===== src/rtl/add_if_core_if.sv =====
// rtl/add_if_core_if.sv - operand/sum handshake bundle for add_if_core (cin present with ADD_IF_CARRY_IN_EN)
interface add_if_core_if #(
    parameter int WIDTH = 4
);
    logic             in_valid;
    logic             in_ready;
    logic [WIDTH-1:0] a;
    logic [WIDTH-1:0] b;
`ifdef ADD_IF_CARRY_IN_EN
    logic             cin;
`endif
    logic             out_valid;
    logic             out_ready;
    logic [WIDTH:0]   sum;

`ifdef ADD_IF_CARRY_IN_EN
    modport master (
        output in_valid, a, b, cin, out_ready,
        input  in_ready, out_valid, sum
    );
    modport slave (
        input  in_valid, a, b, cin, out_ready,
        output in_ready, out_valid, sum
    );
`else
    modport master (
        output in_valid, a, b, out_ready,
        input  in_ready, out_valid, sum
    );
    modport slave (
        input  in_valid, a, b, out_ready,
        output in_ready, out_valid, sum
    );
`endif
endinterface


===== src/rtl/add_if_core.sv =====
// rtl/add_if_core.sv - registered full-precision unsigned adder with one-entry output buffer (optional cin via ADD_IF_CARRY_IN_EN)
module add_if_core #(
    parameter int WIDTH = 4
) (
    input logic          clk,
    input logic          rst,
    add_if_core_if.slave bus
);
    logic           out_valid_q;
    logic [WIDTH:0] sum_q;
    logic [WIDTH:0] carry_ext;
    logic           accept;

`ifdef ADD_IF_CARRY_IN_EN
    assign carry_ext = {{WIDTH{1'b0}}, bus.cin};
`else
    assign carry_ext = '0;
`endif

    // Ready depends only on buffer state and consumer, never on in_valid.
    assign bus.in_ready  = !out_valid_q || bus.out_ready;
    assign accept        = bus.in_valid && bus.in_ready;
    assign bus.out_valid = out_valid_q;
    assign bus.sum       = sum_q;

    always_ff @(posedge clk) begin
        if (rst) begin
            out_valid_q <= 1'b0;
            sum_q       <= '0;
        end else if (accept) begin
            // Operands only reach the register when accepted, so idle X never lands in sum.
            sum_q       <= {1'b0, bus.a} + {1'b0, bus.b} + carry_ext;
            out_valid_q <= 1'b1;
        end else if (bus.out_ready) begin
            out_valid_q <= 1'b0;
        end
    end
endmodule


===== src/flat_wrapper.sv =====
// flat-port wrapper written by rule: the top's interface ports become plain ports
module add_if_core_flat 
#(
    parameter int WIDTH = 4
)
  (clk, rst, bus_in_valid, bus_a, bus_b, bus_out_ready, bus_in_ready, bus_out_valid, bus_sum);
  add_if_core_if #(.WIDTH(WIDTH)) bus_i ();
  input logic clk;
  input logic rst;
  input wire logic [$bits(bus_i.in_valid)-1:0] bus_in_valid;
  input wire logic [$bits(bus_i.a)-1:0] bus_a;
  input wire logic [$bits(bus_i.b)-1:0] bus_b;
  input wire logic [$bits(bus_i.out_ready)-1:0] bus_out_ready;
  output wire logic [$bits(bus_i.in_ready)-1:0] bus_in_ready;
  output wire logic [$bits(bus_i.out_valid)-1:0] bus_out_valid;
  output wire logic [$bits(bus_i.sum)-1:0] bus_sum;
  assign bus_i.in_valid = bus_in_valid;
  assign bus_i.a = bus_a;
  assign bus_i.b = bus_b;
  assign bus_i.out_ready = bus_out_ready;
  assign bus_in_ready = bus_i.in_ready;
  assign bus_out_valid = bus_i.out_valid;
  assign bus_sum = bus_i.sum;
  add_if_core #(.WIDTH(WIDTH)) u_core (.clk(clk), .rst(rst), .bus(bus_i));
endmodule

===== config.mk =====
export PLATFORM = sky130hd
export DESIGN_NAME = add_if_core_flat
export DESIGN_NICKNAME = d
export VERILOG_FILES = /design/src/rtl/add_if_core_if.sv /design/src/rtl/add_if_core.sv /design/src/flat_wrapper.sv
export SDC_FILE = /design/constraint.sdc
export NUM_CORES = 1
export LEC_CHECK = 0
export BUFFER_PORTS_ARGS = -buffer_cell sky130_fd_sc_hd__buf_2
export CAP_MARGIN = 20
export CELL_PAD_IN_SITES_DETAIL_PLACEMENT = 1
export CELL_PAD_IN_SITES_GLOBAL_PLACEMENT = 2
export CORE_MARGIN = 2
export CORE_UTILIZATION = 21
export DETAILED_ROUTE_END_ITERATION = 6
export PLACE_DENSITY_LB_ADDON = 0.1
export SLEW_MARGIN = 20
export SYNTH_ARGS = -nofsm -noshare
export SYNTH_HDL_FRONTEND = slang
export SYNTH_SLANG_ARGS = --single-unit

===== constraint.sdc =====
create_clock -name clk -period 1.2 [get_ports clk]
set_input_delay 0.18 -clock clk [delete_from_list [all_inputs] [get_ports clk]]
set_output_delay 0.18 -clock clk [all_outputs]
set_load 0.01 [all_outputs]

# After elaboration in Yosys (flattened, before gate mapping)

Cells that the tools add are included.

Logic and storage cells: 9
Bits in read-only memories: 0
Memories kept: 0
Bits in latches: 0
Bits in writable memories: 0
Input port bits: 12
Register bits after elaboration: 6
Output and inout port bits: 7

Order comparisons: 0
Bitwise gates (word level): 0
Reductions and logical operators: 4
$add $sub $neg: 1
Eq/ne operators: 0
Multiply operators: 0
Div/mod/pow operators: 0
Shifts and indexed selects: 0
Mux-type cells: 2

Operators by type and width:

| operator                               | number |
|---|---|
| 4-bit by 4-bit adder with 5-bit output | 1 |
| 1-bit two-way mux                      | 2 |
| 2-bit nonzero test                     | 1 |
| 1-bit logical AND                      | 1 |
| 1-bit zero test                        | 1 |
| 1-bit logical OR                       | 1 |

# Depth between registers and ports, before layout

Gate-level depths: netlist (run 1).

Depth after elaboration: 4
Gate-level depth with buffers: 6
Gate-level depth less buffers: 6

# Worst setup path before layout (run 1)

No wires, ideal clock.

Kind: input -> register
Start point: input bus_b[3]
End point: register u_core.sum_q[3] (netlist: u_core.bus.sum[3])
Path buffers: 0
Arrival time: 1.122 ns
Cell stages on the path: 4
Setup slack: 0.005 ns
Required time: 1.127 ns
Library setup time: 0.073 ns
Path through: ha_1 > or2_0 > a2111o_1 > o211ai_2

Word-level cells in the longest chain between the ends: 1

RTL lines:

| item                                   | RTL line           | source |
|---|---|---|
| start: declaration                     | flat_wrapper.sv:12 | `input wire logic [$bits(bus_i.b)-1:0] bus_b;` |
| 4-bit by 4-bit adder with 5-bit output | add_if_core.sv:32  | `sum_q <= {1'b0, bus.a} + {1'b0, bus.b} + carry_ext;` |
| end signal: assignment                 | add_if_core.sv:32  |  |
| end: declaration                       | add_if_core.sv:10  | `logic [WIDTH:0] sum_q;` |

Every way passes these cells.
A chain may end at the register's enable or synchronous reset.

# Worst setup path in the final report (run 1)

Start point: register u_core.out_valid_q (netlist: u_core.bus.out_valid)
End point: output bus_in_ready

Word-level cells in the longest chain between the ends: 2

RTL lines:

| item                     | RTL line           | source |
|---|---|---|
| start: declaration       | add_if_core.sv:9   | `logic out_valid_q;` |
| start signal: assignment | add_if_core.sv:28  | `out_valid_q <= 1'b0;` |
| start signal: assignment | add_if_core.sv:33  | `out_valid_q <= 1'b1;` |
| start signal: assignment | add_if_core.sv:35  | `out_valid_q <= 1'b0;` |
| 1-bit zero test          | add_if_core.sv:21  | `assign bus.in_ready = !out_valid_q \|\| bus.out_ready;` |
| 1-bit logical OR         | add_if_core.sv:21  |  |
| end: declaration         | flat_wrapper.sv:14 | `output wire logic [$bits(bus_i.in_ready)-1:0] bus_in_ready;` |

Every way passes these cells.

==> reports/results.ini, run 1 <==
[logic_synthesis]
syn_nets=58
yosys-top-cells-area=dfxtp_1 (31%), ha_1 (13%), a21oi_1 (7.8%), fa_1 (5.2%), o21ai_0 (5.2%)
synth-compound-area-share_pct=23.45
synth-simple-area-share_pct=16.29
synth_top_family_by_area=compound AO/OA/AOI/OAI gates
synth_area_per_cell_um2=9.369
muxShareOfSynthArea_pct=0
yosysSeqAreaShare_pct=31.27
syn_area_um2=384.1
synth_cells=41
yosysTopAreaCellShare_pct=31.27
synth_cell_types=21
synth_top_area_cell=dfxtp_1
yosysWarnings=0
synth_xor_xnor_area_share_pct=2.280
ys_ff_latch=6
synthAdderAreaFrac_pct=18.24

[global_routing]
grt_max_degree=9
grtUsageTotal_pct=11.29
overflow=0
grt_pass1_wl_um=1676
grt_pass1_vias=394
antenna_found_initial=0

[run]
drv_cap=0

[final_layout]
fill_cells=219
drive_above_1_share_pct=50.75
final_cells=92
nNetsFinal=86
n_antenna_cell=0
area_delta_synth_final_pct=53.75
multiInputGateArea_um2=256.5
seqCellArea_um2=120.1

[timing]
holdWs_ns=0.2128
rsz0062_at_grt=false
max-slew-margin-rel_pct=85.85
tightest_slew_ns=0.2107
setup-violations-final=0
min_period_over_period_pct=93.14
maxSlewViolCount=0
hold_viol=0
fmax_mhz=894.7
setup_ws_ns=0.08231
finClkSkew_ns=0.0003967
fin_crit_ns=1.118

[clock_tree]
cts.clk_slew.worst_paths_ns=0.04
cts_sinks=6
root_buffer=clkbuf_4
cts_inserted_buffers=3
insertion_delay_ns=0.24
clockBufferDepth=2
cts_tree=built
h-tree-depth=1

[setup_path]
rr_worst_depth=4
crit_arrival_ns=0.94
path_max_fanout=8
cp.required_ns=1.02
worstSetupPathType=reg2out
critPathCaptureType=output pin
startpoint_type=flop

[placement]
dpl.cell_count=88
gp_congestion=0.6776
portBuffers=18
pre_cts_ws_ns=-0.1742
hpwl_um=810

[pwr]
p_leak_uw=0.0002804
pwr-share-seq_pct=39.0
clock_power_share_pct=31.6
p_switching_uw=156.0
intPower_uw=418.9
p_per_area_nw_per_um2=973.3
pwr-share-comb_pct=29.4
sw_frac_of_total_pct=27.13
ir_worst_vdd_mv=0.3085

[drt]
wl_met3_um=91
ant_nets=0
vias=400
routed_via_density=4.348
first_pass_iters=1
dr_wl_met2_um=430
drt_iter0_markers=0
drc_errors=0
routedWlPerCell_um=10.72
wl_um=986
met1_length_um=464
top_layer=met3

[outcome]
status=completed

[min_path]
min_path_type=in2reg
hold_depth=2

[floorplan]
dieArea_um2=2187
core_um2=1727
dieHeight_um=46.77
fp-row-count=15
die_x_um=46.77
ioPinCount=19
start_util_pct=22.25

==> state kept, by name (all words and copies together) (netlist names) <==
register,cells
u_core.bus.sum,5
u_core.bus.out_valid,1
==> routing by layer <==
metal | GRT usage [%] | vias up
li1 | - | 202
met1 | 14.62 | 185
met2 | 17.81 | 13
met3 | 3.846 | 0
met4 | 3.333 | 0
met5 | 0 | -
==> power groups by stage <==
stage / Clock, uW / Combinational (uW) / Sequential [uW]
2_1_floorplan: 0 / 75.4 / 237
3_3_place_gp: 0 / 159 / 228
3_5_place_dp: 0 / 160 / 228
4_1_cts: 193 / 165 / 224
5_1_grt: 205 / 193 / 226
6_report: 181 / 169 / 224
==> cell usage after synthesis <==
library cell	number
nand4b_1	1
nand3_1	3
fa_1	1
a211oi_1	1
nand2_1	1
o211ai_2	1
nor3_1	1
a2111o_1	1
and2b_2	1
bufinv_8	1
inv_1	3
dfxtp_1	6
ha_1	4
or2_0	1
inv_2	1
a311oi_1	1
o21ai_0	4
nor2b_1	1
xnor2_1	1
a21oi_1	6
nor2b_2	1
==> cells by family (layout without fill, tap and decap cells) <==
family | count (synthesis) | after routing
AOI/OAI and AO/OA | 14 | 14
xor gates and xnor gates | 1 | 1
adders and majority gates | 5 | 5
buffers and inverters | 5 | 31
DFF | 6 | 6
and+or+nand+nor | 10 | 10
==> worst max-delay path, stage by stage, from the launching register on <==
cell,delay (ns)
dfxtp_1,0.31
nor2b_4,0.16
inv_2,0.08
buf_2,0.15
==> final timing paths <==
kind,from,end,slack (ns)
max,u_core.bus.out_valid$_SDFFE_PP0P_,bus_in_ready,0.08
max reg2reg,u_core.bus.out_valid$_SDFFE_PP0P_,u_core.bus.sum[3]$_SDFFE_PP0P_,0.14
min reg2reg,u_core.bus.sum[2]$_SDFFE_PP0P_,u_core.bus.sum[2]$_SDFFE_PP0P_,0.48
min,rst,u_core.bus.sum[4]$_SDFFE_PP0P_,0.21
==> metrics by stage <==
stage                     cell area (um2)  total power [uW]  util [%]  setup TNS [ns]
final                               590.6             574.8     34.20               0
after global routing                590.6             624.1     34.20               0
after CTS                           570.5             582.3     33.04               0
after detailed placement            535.5             387.6     31.01         -0.5358
after global placement              535.5             386.7     31.01         -0.4724
after floorplan                     384.1             312.0         -               0
==> cell usage in the layout, fill, tap and decap left out, types with 3 or more instances in the layout <==
cell type,instances
inv_1,3
a21oi_1,6
ha_1,3
nand3_1,3
o21ai_0,3
clkbuf_4,3
buf_4,5
dfxtp_1,6
buf_2,18
==> area by class of cell <==
type                    instances  share of cell area [%]
inverters                       5                   5.508
repair buffers                 23                   21.61
flip-flops and latches          6                   20.34
well taps                      25                   5.297
clock buffers                   3                   3.814
multi-input cells              30                   43.43
==> what timing repair did <==
item	4_1_cts	5_1_grt
hold buffers	0	0
pin swaps	0	2
setup endpoints to repair	1	2
gates resized for setup	1	5
hold endpoints to repair	0	0
setup buffers	1	0
Note: power is estimated with default switching activity, not from simulation.
==> inputs of run 2 (changes only) <==
BUFFER_PORTS_ARGS = -buffer_cell sky130_fd_sc_hd__clkbuf_2   (was -buffer_cell sky130_fd_sc_hd__buf_2)
==> reports/results.ini, run 2 (same netlist as run 1, synthesis figures left out) <==
[clock_tree]
cts.clk_slew.worst_paths_ns=0.04  ; about the same
cts_inserted_buffers=3  ; unchanged
insertion_delay_ns=0.24  ; about the same
cts_tree=built
root_buffer=clkbuf_4
h-tree-depth=1  ; unchanged
cts_sinks=6  ; unchanged
clockBufferDepth=2  ; unchanged

[floorplan]
dieArea_um2=2187  ; unchanged
ioPinCount=19  ; unchanged
fp-row-count=15  ; unchanged
die_x_um=46.77  ; unchanged
start_util_pct=22.25  ; unchanged
core_um2=1727  ; unchanged
dieHeight_um=46.77  ; unchanged

[setup_path]
crit_start=u_core.bus.out_valid$_SDFFE_PP0P_
r2r_start=u_core.bus.out_valid$_SDFFE_PP0P_
startpoint_type=flop
crit_arrival_ns=0.94  ; about the same
path_max_fanout=8  ; unchanged
worstSetupPathType=reg2out
crit_path_cell_trace=nor2b_4 > inv_2 > clkbuf_2
slowest_delay_ns=0.32  ; about the same
cp_top_family=flip-flops
cp_slowest_cell=dfxtp_1
cp.buffers_inverters=2  ; unchanged
cp.required_ns=1.02  ; about the same
critPathCaptureType=output pin

[final_layout]
largest_reg_flops=5  ; unchanged
final_common_cell=clkbuf_2
area_delta_synth_final_pct=52.44
nNetsFinal=88  ; +2.3%
final_cells=94  ; +2.2%
n_antenna_cell=0  ; unchanged
fin_area_um2=585.6  ; -0.85%
drive_above_1_share_pct=47.83  ; -2.9 points
layout_common_cells=clkbuf_2 (18), buf_4 (7), a21oi_1 (6), dfxtp_1 (6)

[global_routing]
overflow=0  ; unchanged
use_met2_pct=16.99  ; -0.82 points
grt_pass1_vias=400  ; +1.5%
gr-usage-met1_pct=12.79  ; -1.8 points
grt_max_degree=9  ; unchanged
grt-busiest-layer=met2
grtUsageTotal_pct=10.35  ; -0.93 points
grt_pass1_wl_um=1580  ; -5.7%
antenna_found_initial=0  ; unchanged
met3_usage_pct=2.308  ; -1.5 points

[pwr]
p_per_area_nw_per_um2=978.9  ; +0.57%
power_uw=573.2  ; -0.28%
p_switching_uw=154.5  ; -0.91%
clock_power_share_pct=31.9  ; +0.3 points
pwr-share-seq_pct=39.3  ; +0.3 points
ir_worst_vdd_mv=0.3239  ; +5.0%
intPower_uw=418.7  ; about the same
p_leak_uw=0.0002899  ; +3.4%
pwr-share-comb_pct=28.8  ; -0.6 points
sw_frac_of_total_pct=26.96  ; -0.17 points

[min_path]
min_path_type=in2reg
hp-start=rst

[placement]
gp_congestion=0.6793  ; +0.25%
pre_cts_ws_ns=-0.1676  ; +0.006590 ns
postPlaceCellArea_um2=550.5  ; +2.8%
dpl.cell_count=90  ; +2.3%
portBuffers=18  ; unchanged
hpwl_um=832.5  ; +2.8%

[timing]
fin_crit_ns=1.118  ; -0.00002490 ns
rsz0062_at_grt=false
maxSlewViolCount=0  ; unchanged
finClkSkew_ns=0.0007011  ; +0.0003044 ns
min_period_over_period_pct=93.14  ; about the same
tightest_slew_ns=0.2016  ; -0.009040 ns
setup_ws_ns=0.08234  ; +0.00002490 ns
setup-violations-final=0  ; unchanged
hold_viol=0  ; unchanged
fmax_mhz=894.7  ; about the same
holdWs_ns=0.2607  ; +0.04792 ns
max-slew-margin-rel_pct=86.42  ; +0.57 points

[run]
drv_cap=0  ; unchanged

[drt]
drt_iter0_markers=2  ; +2
drc_errors=0  ; unchanged
first_pass_iters=2  ; +1
routedWlPerCell_um=10.53  ; -1.7%
ant_nets=0  ; unchanged
routed_via_density=4.351  ; about the same
vias=409  ; +2.3%
wl_um=990  ; +0.41%

[outcome]
status=completed

run 2: worst paths after layout:
path	end	cells past startpoint	slack (ns)
setup / recovery	bus_in_ready	3	0.08
hold / removal	u_core.bus.sum[2]$_SDFFE_PP0P_	3	0.26
hold reg to reg	u_core.bus.sum[0]$_SDFFE_PP0P_	2	0.48
setup reg to reg	u_core.bus.sum[3]$_SDFFE_PP0P_	4	0.14
run 2: tightest hold or removal path, stage by stage:
cell      delay, ns
clkbuf_2       0.10
buf_4          0.14
a21oi_1        0.04
run 2: area by class of cell:
| class | count | area (um2) |
|---|---|---|
| clock buffer | 3 | 22.52 |
| multi-input combinational | 30 | 236.5 |
| inverter | 5 | 32.53 |
| timing repair buffer | 25 | 142.6 |
| tap | 25 | 31.28 |
| fill | 220 | 1141 |
| sequential | 6 | 120.1 |
run 2: power by group through the flow:
stage / Sequential [uW] / Clock, uW / Combinational, uW
after floorplan: 237 / 0 / 75.4
after global placement: 229 / 0 / 164
after detailed placement: 229 / 0 / 165
after CTS: 226 / 200 / 169
after global routing: 227 / 207 / 185
final: 225 / 183 / 165
run 2: timing repair:
action	in CTS	in global routing
setup buffers	1	0
hold buffers	0	0
gates resized for setup	1	0
endpoints found under the setup margin	1	0
run 2: per-layer routing:
metal / vias up / routed length (um)
met5: - / 0
met4: 0 / 0
met3: 0 / 74
met2: 13 / 431
met1: 192 / 484
li1: 204 / -
run 2: through the flow:
| step | utilization (%) | setup TNS (ns) |
|---|---|---|
| detailed placement | 31.88 | -0.4759 |
| CTS | 33.91 | 0 |
| global placement | 31.88 | -0.4363 |
| global route | 33.91 | 0 |
| finish | 33.91 | 0 |
| floorplan | - | 0 |
==> inputs of run 3 (changes only) <==
MAX_ROUTING_LAYER = met4   (was unset)
PLACE_DENSITY_LB_ADDON = 0.12   (was 0.1)
SETUP_SLACK_MARGIN = 0.05   (was unset)
==> reports/results.ini, run 3 (same netlist as run 1, synthesis figures left out) <==
[outcome]
status=completed

[min_path]
min_path_type=in2reg

[placement]
hpwl_um=797.2  ; -4.2%
dpl.cell_count=88  ; -2.2%
gp_congestion=0.6574  ; -3.2%
pre_cts_ws_ns=-0.08633  ; +0.08131 ns
portBuffers=18  ; unchanged
postPlaceCellArea_um2=538.0  ; -2.3%

[timing]
setup-violations-final=0  ; unchanged
rsz0062_at_grt=false
min_period_over_period_pct=91.12  ; -2.0 points
finClkSkew_ns=0.002846  ; +0.002145 ns
setup_ws_ns=0.1066  ; +0.02428 ns
fin_crit_ns=1.093  ; -0.02428 ns
hold_viol=0  ; unchanged
fmax_mhz=914.6  ; +2.2%
tightest_slew_ns=0.2018  ; +0.0001984 ns
max-slew-margin-rel_pct=86.40  ; about the same
maxSlewViolCount=0  ; unchanged

[global_routing]
grt_pass1_wl_um=1490  ; -5.7%
overflow=0  ; unchanged
grt_pass1_vias=356  ; -11%
antenna_found_initial=0  ; unchanged
grtUsageTotal_pct=10.44  ; +0.084 points
grt_max_degree=9  ; unchanged

[clock_tree]
cts_sinks=6  ; unchanged
root_buffer=clkbuf_4
h-tree-depth=1  ; unchanged
cts_inserted_buffers=3  ; unchanged
clockBufferDepth=2  ; unchanged
cts_tree=built
cts.clk_slew.worst_paths_ns=0.05  ; about the same
insertion_delay_ns=0.24  ; about the same
cts_hold_buf=0  ; unchanged

[drt]
routedWlPerCell_um=10.04  ; -4.6%
ant_nets=0  ; unchanged
drc_errors=0  ; unchanged
routed_via_density=4.326  ; -0.57%
wl_um=924  ; -6.7%
drt_iter0_markers=3  ; +1
vias=398  ; -2.7%
first_pass_iters=4  ; +2

[pwr]
sw_frac_of_total_pct=26.90  ; -0.059 points
pwr-share-seq_pct=39.2  ; about the same
p_switching_uw=154.0  ; -0.35%
p_per_area_nw_per_um2=971.4  ; -0.77%
clock_power_share_pct=31.9  ; about the same
p_leak_uw=0.0002809  ; -3.1%
intPower_uw=418.5  ; about the same
ir_worst_vdd_mv=0.2348  ; -28%
pwr-share-comb_pct=28.8  ; about the same

[final_layout]
final_common_cell=clkbuf_2
seqCellArea_um2=121.4  ; +1.0%
fin_area_um2=589.3  ; +0.64%
n_antenna_cell=0  ; unchanged
final_cells=92  ; -2.1%
largest_reg_flops=5  ; unchanged
final_util_pct=34.13  ; +0.22 points
multiInputGateArea_um2=251.5  ; +6.3%
fill_cells=226  ; +2.7%
layout_common_cells=clkbuf_2 (18), a21oi_1 (6), buf_4 (5), dfxtp_1 (5)
drive_above_1_share_pct=50.75  ; +2.9 points
nNetsFinal=86  ; -2.3%
area_delta_synth_final_pct=53.42

[run]
drv_cap=0  ; unchanged

[setup_path]
worstSetupPathType=reg2out
crit_path_cell_trace=nor2b_4 > inv_4 > clkbuf_2
r2r_end=u_core.bus.sum[3]$_SDFFE_PP0P_
startpoint_type=flop
r2r_start=u_core.bus.out_valid$_SDFFE_PP0P_
endpoint=bus_in_ready
cp.required_ns=1.02  ; about the same
slowest_delay_ns=0.32  ; about the same
crit_arrival_ns=0.91  ; -0.03 ns
cp_slowest_cell=dfxtp_2
r2r_slack_ns=0.14  ; about the same
rr_worst_depth=4  ; unchanged
path_max_fanout=8  ; unchanged
crit_start=u_core.bus.out_valid$_SDFFE_PP0P_
critPathCaptureType=output pin

[floorplan]
core_um2=1727  ; unchanged
dieHeight_um=46.77  ; unchanged
start_util_pct=22.25  ; unchanged
fp-row-count=15  ; unchanged
dieArea_um2=2187  ; unchanged
die_x_um=46.77  ; unchanged
ioPinCount=19  ; unchanged

[run 3: cell count changes in the layout (fill, tap and decap cells not counted)]
cell / change
buf_4: -2
dfxtp_1: -1
dfxtp_2: +1
fa_1: -1
fa_2: +1
ha_1: -1
ha_4: +1
inv_2: -1
inv_4: +1
o21ai_0: -1
o21ai_1: +1
[run 3: repair_timing]
action / CTS / global route
pin swaps: 0 / 1
buffers inserted: 1 / 0
gates resized for setup: 1 / 5
endpoints found under the setup margin: 1 / 3
[run 3: how the worst min path moves through the flow]
| stage | cells past startpoint | to | start |
|---|---|---|---|
| 2_1_floorplan | 1 | u_core.bus.out_valid$_SDFFE_PP0P_ | rst |
| 3_3_place_gp | 2 | u_core.bus.sum[2]$_SDFFE_PP0P_ | u_core.bus.sum[2]$_SDFFE_PP0P_ |
| 3_5_place_dp | 2 | u_core.bus.sum[2]$_SDFFE_PP0P_ | rst |
| 4_1_cts | 2 | u_core.bus.out_valid$_SDFFE_PP0P_ | rst |
| 5_1_grt | 2 | u_core.bus.out_valid$_SDFFE_PP0P_ | rst |
| 6_report | 2 | u_core.bus.out_valid$_SDFFE_PP0P_ | rst |
[run 3: per-layer routing]
metal  track usage (%)  vias up  share of wire [%]
li1                  -      205                  -
met1             13.69      179                 49
met2             14.25       14                 45
met3             2.308        0                6.2
met4             6.667        0                  0
met5                 -        -                  0
[run 3: critical path, delay by kind of cell (launching register included)]
kind          cells  cell delay [ns]
buf+inv           2             0.20
simple gates      1             0.17
flops             1             0.32
[run 3: stage by stage]
stage,hold WS (ns),total power [uW],TNS [ns]
after CTS,0.2071,587.2,0
after floorplan,0.2491,312.7,0
after detailed placement,0.4678,385.7,-0.2190
final,0.1977,572.5,0
after global placement,0.4623,386.6,-0.2145
after global routing,0.2106,622.3,0
[run 3: layout make-up]
cell class,instances,share of cell area (%)
Tap cell,25,5.308
Multi-Input combinational cell,30,42.68
Clock buffer,3,3.822
Timing Repair Buffer,23,21.66
Sequential cell,6,20.59
Inverter,5,5.945
[run 3: power groups by stage]
stage,Clock (uW),Sequential (uW),Combinational (uW)
after floorplan,0,237,76.2
after global placement,0,228,159
after detailed placement,0,228,158
after CTS,199,224,163
after global routing,207,227,189
final,183,225,165
